**src/rtl/alu_mul_seq_pkg.sv**
```systemverilog
// Shared constants for the ALU opcode space and the multiplier sequencer states.
package alu_mul_seq_pkg;

  localparam int unsigned ALU_W  = 32;
  localparam int unsigned ALU_OP_W = 3;

  localparam logic [ALU_OP_W-1:0] ALU_AND = 3'd0;
  localparam logic [ALU_OP_W-1:0] ALU_OR  = 3'd1;
  localparam logic [ALU_OP_W-1:0] ALU_XOR = 3'd2;
  localparam logic [ALU_OP_W-1:0] ALU_NOR = 3'd3;
  localparam logic [ALU_OP_W-1:0] ALU_ADD = 3'd4;
  localparam logic [ALU_OP_W-1:0] ALU_SUB = 3'd5;
  localparam logic [ALU_OP_W-1:0] ALU_SLT = 3'd6;
  localparam logic [ALU_OP_W-1:0] ALU_SLL = 3'd7;

  typedef enum logic [1:0] {
    S_IDLE  = 2'd0,
    S_ADD   = 2'd1,
    S_SHIFT = 2'd2,
    S_DONE  = 2'd3
  } mul_state_e;

endpackage

```
**src/rtl/alu_mul_seq_if.sv**
```systemverilog
// Request/result handshake of the multiplier plus its private port onto the shared ALU.
interface alu_mul_seq_if
  import alu_mul_seq_pkg::*;
#(
  parameter int unsigned WIDTH = ALU_W
);

  logic                start;
  logic [WIDTH-1:0]    op_a;
  logic [WIDTH-1:0]    op_b;
  logic                busy;
  logic                done;
  logic [WIDTH-1:0]    product;
  logic                zero;

  logic [WIDTH-1:0]    alu_a;
  logic [WIDTH-1:0]    alu_b;
  logic [ALU_OP_W-1:0] alu_op;
  logic [WIDTH-1:0]    alu_f;
  logic                alu_of;

  // Host issuing multiply requests
  modport master (
    output start, op_a, op_b,
    input  busy, done, product, zero
  );

  // The multiplier sequencer
  modport slave (
    input  start, op_a, op_b, alu_f, alu_of,
    output busy, done, product, zero, alu_a, alu_b, alu_op
  );

  // The shared combinational ALU
  modport alu (
    input  alu_a, alu_b, alu_op,
    output alu_f, alu_of
  );

endinterface

```
**src/rtl/alu_mul_seq.sv**
```systemverilog
// Shift-add multiplier that borrows the shared ALU for its adds and shifts;
// yields the low WIDTH bits of the unsigned product op_a*op_b.
module alu_mul_seq
  import alu_mul_seq_pkg::*;
#(
  parameter int unsigned WIDTH = ALU_W,
  parameter int unsigned CNT_W = 6
) (
  input  logic          clock,
  input  logic          reset,
  alu_mul_seq_if.slave  bus
);

  mul_state_e          state, state_n;
  logic [WIDTH-1:0]    acc, acc_n;
  logic [WIDTH-1:0]    mcand, mcand_n;
  logic [WIDTH-1:0]    mplier, mplier_n;
  logic [CNT_W-1:0]    cnt, cnt_n;
  logic [WIDTH-1:0]    product_q, product_n;
  logic                zero_q, zero_n;
  logic                busy_q, done_q;
  logic [WIDTH-1:0]    alu_a_c, alu_b_c;
  logic [ALU_OP_W-1:0] alu_op_c;
  logic                unused_alu_of;

  // Overflow is meaningless for a truncated unsigned product
  assign unused_alu_of = bus.alu_of;

  // Next-state, datapath updates and ALU drive
  always_comb begin
    state_n   = state;
    acc_n     = acc;
    mcand_n   = mcand;
    mplier_n  = mplier;
    cnt_n     = cnt;
    product_n = product_q;
    zero_n    = zero_q;
    alu_a_c   = acc;
    alu_b_c   = mcand;
    alu_op_c  = ALU_ADD;

    case (state)
      S_IDLE: begin
        if (bus.start) begin
          mcand_n  = bus.op_a;
          mplier_n = bus.op_b;
          acc_n    = '0;
          cnt_n    = '0;
          state_n  = S_ADD;
        end
      end
      S_ADD: begin
        // Stops early once the remaining multiplier bits are all zero
        if (mplier == '0 || cnt == CNT_W'(WIDTH)) begin
          state_n = S_DONE;
        end else begin
          if (mplier[0]) acc_n = bus.alu_f;
          state_n = S_SHIFT;
        end
      end
      S_SHIFT: begin
        alu_a_c  = WIDTH'(1);
        alu_op_c = ALU_SLL;
        mcand_n  = bus.alu_f;
        mplier_n = mplier >> 1;
        cnt_n    = cnt + CNT_W'(1);
        state_n  = S_ADD;
      end
      S_DONE: begin
        product_n = acc;
        zero_n    = (acc == '0);
        state_n   = S_IDLE;
      end
      default: state_n = S_IDLE;
    endcase
  end

  // State and datapath registers; busy/done are registered from the next state
  always_ff @(posedge clock) begin
    if (reset) begin
      state     <= S_IDLE;
      acc       <= '0;
      mcand     <= '0;
      mplier    <= '0;
      cnt       <= '0;
      product_q <= '0;
      zero_q    <= 1'b1;
      busy_q    <= 1'b0;
      done_q    <= 1'b0;
    end else begin
      state     <= state_n;
      acc       <= acc_n;
      mcand     <= mcand_n;
      mplier    <= mplier_n;
      cnt       <= cnt_n;
      product_q <= product_n;
      zero_q    <= zero_n;
      busy_q    <= (state_n != S_IDLE);
      done_q    <= (state_n == S_DONE);
    end
  end

  assign bus.busy    = busy_q;
  assign bus.done    = done_q;
  assign bus.product = product_q;
  assign bus.zero    = zero_q;
  assign bus.alu_a   = alu_a_c;
  assign bus.alu_b   = alu_b_c;
  assign bus.alu_op  = alu_op_c;

endmodule

```
**src/flat_wrapper.sv**
```systemverilog
// flat-port wrapper written by rule: the top's interface ports become plain ports
module alu_mul_seq_flat import alu_mul_seq_pkg::*;
#(
  parameter int unsigned WIDTH = ALU_W,
  parameter int unsigned CNT_W = 6
)
  (clock, reset, bus_start, bus_op_a, bus_op_b, bus_alu_f, bus_alu_of, bus_busy, bus_done, bus_product, bus_zero, bus_alu_a, bus_alu_b, bus_alu_op);
  alu_mul_seq_if #(.WIDTH(WIDTH)) bus_i ();
  input  logic clock;
  input  logic reset;
  input wire logic [$bits(bus_i.start)-1:0] bus_start;
  input wire logic [$bits(bus_i.op_a)-1:0] bus_op_a;
  input wire logic [$bits(bus_i.op_b)-1:0] bus_op_b;
  input wire logic [$bits(bus_i.alu_f)-1:0] bus_alu_f;
  input wire logic [$bits(bus_i.alu_of)-1:0] bus_alu_of;
  output wire logic [$bits(bus_i.busy)-1:0] bus_busy;
  output wire logic [$bits(bus_i.done)-1:0] bus_done;
  output wire logic [$bits(bus_i.product)-1:0] bus_product;
  output wire logic [$bits(bus_i.zero)-1:0] bus_zero;
  output wire logic [$bits(bus_i.alu_a)-1:0] bus_alu_a;
  output wire logic [$bits(bus_i.alu_b)-1:0] bus_alu_b;
  output wire logic [$bits(bus_i.alu_op)-1:0] bus_alu_op;
  assign bus_i.start = bus_start;
  assign bus_i.op_a = bus_op_a;
  assign bus_i.op_b = bus_op_b;
  assign bus_i.alu_f = bus_alu_f;
  assign bus_i.alu_of = bus_alu_of;
  assign bus_busy = bus_i.busy;
  assign bus_done = bus_i.done;
  assign bus_product = bus_i.product;
  assign bus_zero = bus_i.zero;
  assign bus_alu_a = bus_i.alu_a;
  assign bus_alu_b = bus_i.alu_b;
  assign bus_alu_op = bus_i.alu_op;
  alu_mul_seq #(.WIDTH(WIDTH), .CNT_W(CNT_W)) u_core (.clock(clock), .reset(reset), .bus(bus_i));
endmodule
```
**config.mk**
```make
export PLATFORM = sky130hd
export DESIGN_NAME = alu_mul_seq_flat
export DESIGN_NICKNAME = d
export VERILOG_FILES = /design/src/rtl/alu_mul_seq_pkg.sv /design/src/rtl/alu_mul_seq_if.sv /design/src/rtl/alu_mul_seq.sv /design/src/flat_wrapper.sv
export SDC_FILE = /design/constraint.sdc
export NUM_CORES = 1
export LEC_CHECK = 0
export CAP_MARGIN = 20
export CORE_UTILIZATION = 60
export DETAILED_ROUTE_END_ITERATION = 6
export DONT_BUFFER_PORTS = 1
export PLACE_DENSITY = 0.76
export SLEW_MARGIN = 10
export SYNTH_ARGS = -nofsm -noshare
export SYNTH_HDL_FRONTEND = slang
export SYNTH_SLANG_ARGS = --single-unit
export TNS_END_PERCENT = 50
```
**constraint.sdc**
```tcl
create_clock -name clock -period 2.3 [get_ports clock]
set_clock_uncertainty 0.1 [all_clocks]
set_input_delay 0.345 -clock clock [delete_from_list [all_inputs] [get_ports clock]]
set_output_delay 0.345 -clock clock [all_outputs]
set_load 0.05 [all_outputs]
```
==> flow_metrics.py <==
metrics = {
    "global_routing": {
        "grt_overflow_total": 0,
        "grt_pass1_vias": 5282,
        "use_met1": 0.401,
        "grt_pass1_wl_um": 26200,
        "globalRoute.busiestLayer": "met2",
        "grt_antenna_before_repair": 0,
        "grtUsageTotal": 0.328,
        "grt_use_met2": 0.533,
        "grt_util_met3": 0.0910,
        "grt_max_degree": 100,
    },
    "synthesis": {
        "ys_types": 36,
        "syn_area_um2": 5990,
        "yosysWarnings": 0,
        "yosys_register_bits": 139,
        "synth_nets": 854,
        "ys_seq_area_frac": 0.465,
        "avgSynthCellArea_um2": 7.96,
        "syn_inst": 752,
    },
    "worst_setup_path": {
        "criticalPathCategory": "register to primary output",
        "timing.rr.end": "u_core.bus.product[14]",
        "end_kind": "primary output",
        "crit_path_max_fanout": 15,
        "setup.worst_path.start_class": "register",
        "cp-endpoint": "bus_alu_a[26]",
        "worstPathArrival_ps": 1770,
        "rrSetupSlack_ps": 100,
        "cp-startpoint": "u_core.state[0]",
        "reg2regPathDepth": 6,
        "rr_startpoint": "u_core.state[1]",
        "crit_required_ps": 1860,
    },
    "route": {
        "drt-initial-drc-count": 463,
        "wire_per_inst_um": 18.7,
        "drt_pass1_iterations": 7,
        "vias_per_cell": 6.11,
        "routed_wl_um": 17700,
        "via_count": 5785,
        "drc": 0,
        "ant_nets": 0,
    },
    "timing": {
        "fin_crit_sh": 0.964,
        "setup-violations-final": 0,
        "min_period_ps": 2220,
        "whs_ps": 9.24,
        "max_freq_mhz": 451,
        "maxSlewViolCount": 0,
        "worst_pin_slew_ps": 824,
        "maxSlewHeadroom": 0.451,
        "hold_viol_final": 0,
    },
    "finish": {
        "final_common_cell": "nor2_1",
        "fillers": 696,
        "layout-drive-gt1-share": 0.123,
        "final_util": 0.762,
        "final_area_um2": 7410,
        "antenna_cells": 0,
        "nNetsFinal": 903,
        "seq_area_um2": 2790,
        "multi_input_area_um2": 2920,
        "final_cell_mix": "nor2_1 (195), dfxtp_1 (137), nand2_1 (68)",
        "area_delta_synth_final_pct": 23.7,
    },
    "job": {
        "drv_cap": 0,
    },
    "die": {
        "die_area_um2": 10400,
        "fp.dieW_um": 102,
        "io_pins": 202,
        "die_h_um": 102,
        "core-area_um2": 9730,
        "initial_utilization": 0.616,
        "num_rows": 36,
    },
    "placed_design": {
        "gp_congestion": 0.867,
        "hpwl_um": 10500,
        "dpl_cell_area_um2": 6290,
        "io_buffers": 0,
    },
    "clock_network": {
        "htreeDepth": 4,
        "cts_tree": "yes",
        "clockBufferDepth": 2,
        "clock-sinks": 139,
        "cts.clk_slew.worst_paths_ps": 60,
        "cts_root_buf": "clkbuf_8",
        "cts_made_buffers": 17,
        "clock_latency_ps": 520,
    },
    "power_and_ir_drop": {
        "vdd_drop_max_uv": 631,
        "p_leak_nw": 3.14,
        "power_density_nw_per_um2": 837,
    },
    "outcome": {
        "status": "finished, final reports clean",
    },
    "hold_path": {
        "hp-class": "input port to register",
    },
}
==> metal layers <==
layer  vias up  routed length [µm]
li1       2687                   -
met1      2740                7270
met2       308                8390
met3        50                1500
met4         0                 509
met5         -                   0
==> final cells by class <==
class,count,share of cell area
Timing Repair inverter,1,0.000844
Multi-Input combinational cell,541,0.394
Sequential cell,139,0.376
Clock inverter,15,0.0233
Inverter,6,0.00405
Timing Repair Buffer,95,0.124
Tap cell,133,0.0225
Clock buffer,17,0.0559
==> power by group <==
part	switching (W)	internal (W)	total, W
clock network	0.00106	0.00165	0.00271
logic	0.000384	0.000296	0.000680
registers	0.000291	0.00253	0.00282
total	0.00173	0.00447	0.00621
==> cells by family (layout without fill, tap and decap cells) <==
family / Yosys count / after routing / synth area share
compound gates: 142 / 142 / 0.183
fa+ha+maj: 2 / 2 / 0.00418
buf+inv: 72 / 134 / 0.0524
flops: 139 / 139 / 0.465
mux: 3 / 3 / 0.00543
other cells: 1 / 1 / 0.000626
simple gates: 393 / 393 / 0.289
==> worst max-delay path: stages, from the launching register on <==
cell and delay [ps]:
dfxtp_2 350, inv_2 90, nand2_2 190, inv_8 90
buf_4 180, nor2b_1 160, buf_6 180
==> worst min-delay path by stage <==
| stage | startpoint | endpoint | depth (start not counted) | slack (ps) |
|---|---|---|---|---|
| floorplan | u_core.acc[0] | u_core.bus.product[0] | 2 | 350 |
| global placement | reset | u_core.bus.product[20] | 1 | 320 |
| detailed placement | reset | u_core.bus.product[21] | 1 | 330 |
| CTS | bus_alu_f[4] | u_core.bus.alu_b[4] | 3 | 0.6 |
| global route | bus_alu_f[2] | u_core.bus.alu_b[2] | 3 | 5 |
| finish | bus_alu_f[26] | u_core.bus.alu_b[26] | 3 | 9 |
==> Yosys cell counts (all sizes together) <==
master   instances  share of area
nand2           70          0.044
nor2           197           0.12
mux2             2         0.0038
o21ai            1        0.00083
a21oi           34          0.028
nor3            67          0.058
dfxtp          139           0.46
o31ai            1         0.0013
o21bai           1         0.0013
mux2i            1         0.0017
inv              6         0.0038
o2bb2ai          1         0.0015
a22o            32          0.047
nor4            16          0.017
and3             2         0.0021
a31oi            1         0.0010
a22oi            1         0.0013
a21o             1         0.0013
and2             1         0.0010
a2bb2oi         64          0.094
or2              1         0.0010
o211a            1         0.0017
ha               2         0.0042
conb             1        0.00063
nor3b            1         0.0031
a211oi           2         0.0025
buf             37          0.030
or3b             1         0.0015
nor2b           31          0.032
nand4            6         0.0063
clkbuf          29          0.018
o22ai            2         0.0021
==> registers in the layout, indices dropped and copies added, names as in the netlist <==
signal,cells
u_core.acc,32
u_core.bus.alu_b,32
u_core.bus.product,32
u_core.mplier,32
u_core.cnt,6
u_core.state,2
u_core.bus.busy,1
u_core.bus.done,1
u_core.bus.zero,1
==> stage by stage <==
| stage | cells | setup TNS, ps | power, W | worst slack (ps) |
|---|---|---|---|---|
| final | 947 | 0 | 0.00621 | 81.9 |
| after global routing | 947 | -4.18 | 0.00641 | -4.18 |
| after floorplan | 752 | 0 | 0.00332 | 117 |
| after CTS | 943 | 0 | 0.00620 | 16.0 |
| after global placement | 866 | 0 | 0.00339 | 208 |
| after detailed placement | 866 | 0 | 0.00342 | 120 |
==> repair_timing <==
item,4_1_cts,5_1_grt
buffers inserted,0,2
endpoints found under the setup margin,12,32
hold endpoints to repair,139,1
gates cloned,0,1
resized for setup,2,7
pin swaps,0,2
hold buffers,45,1
No activity file was read; power rests on OpenSTA's default activity.
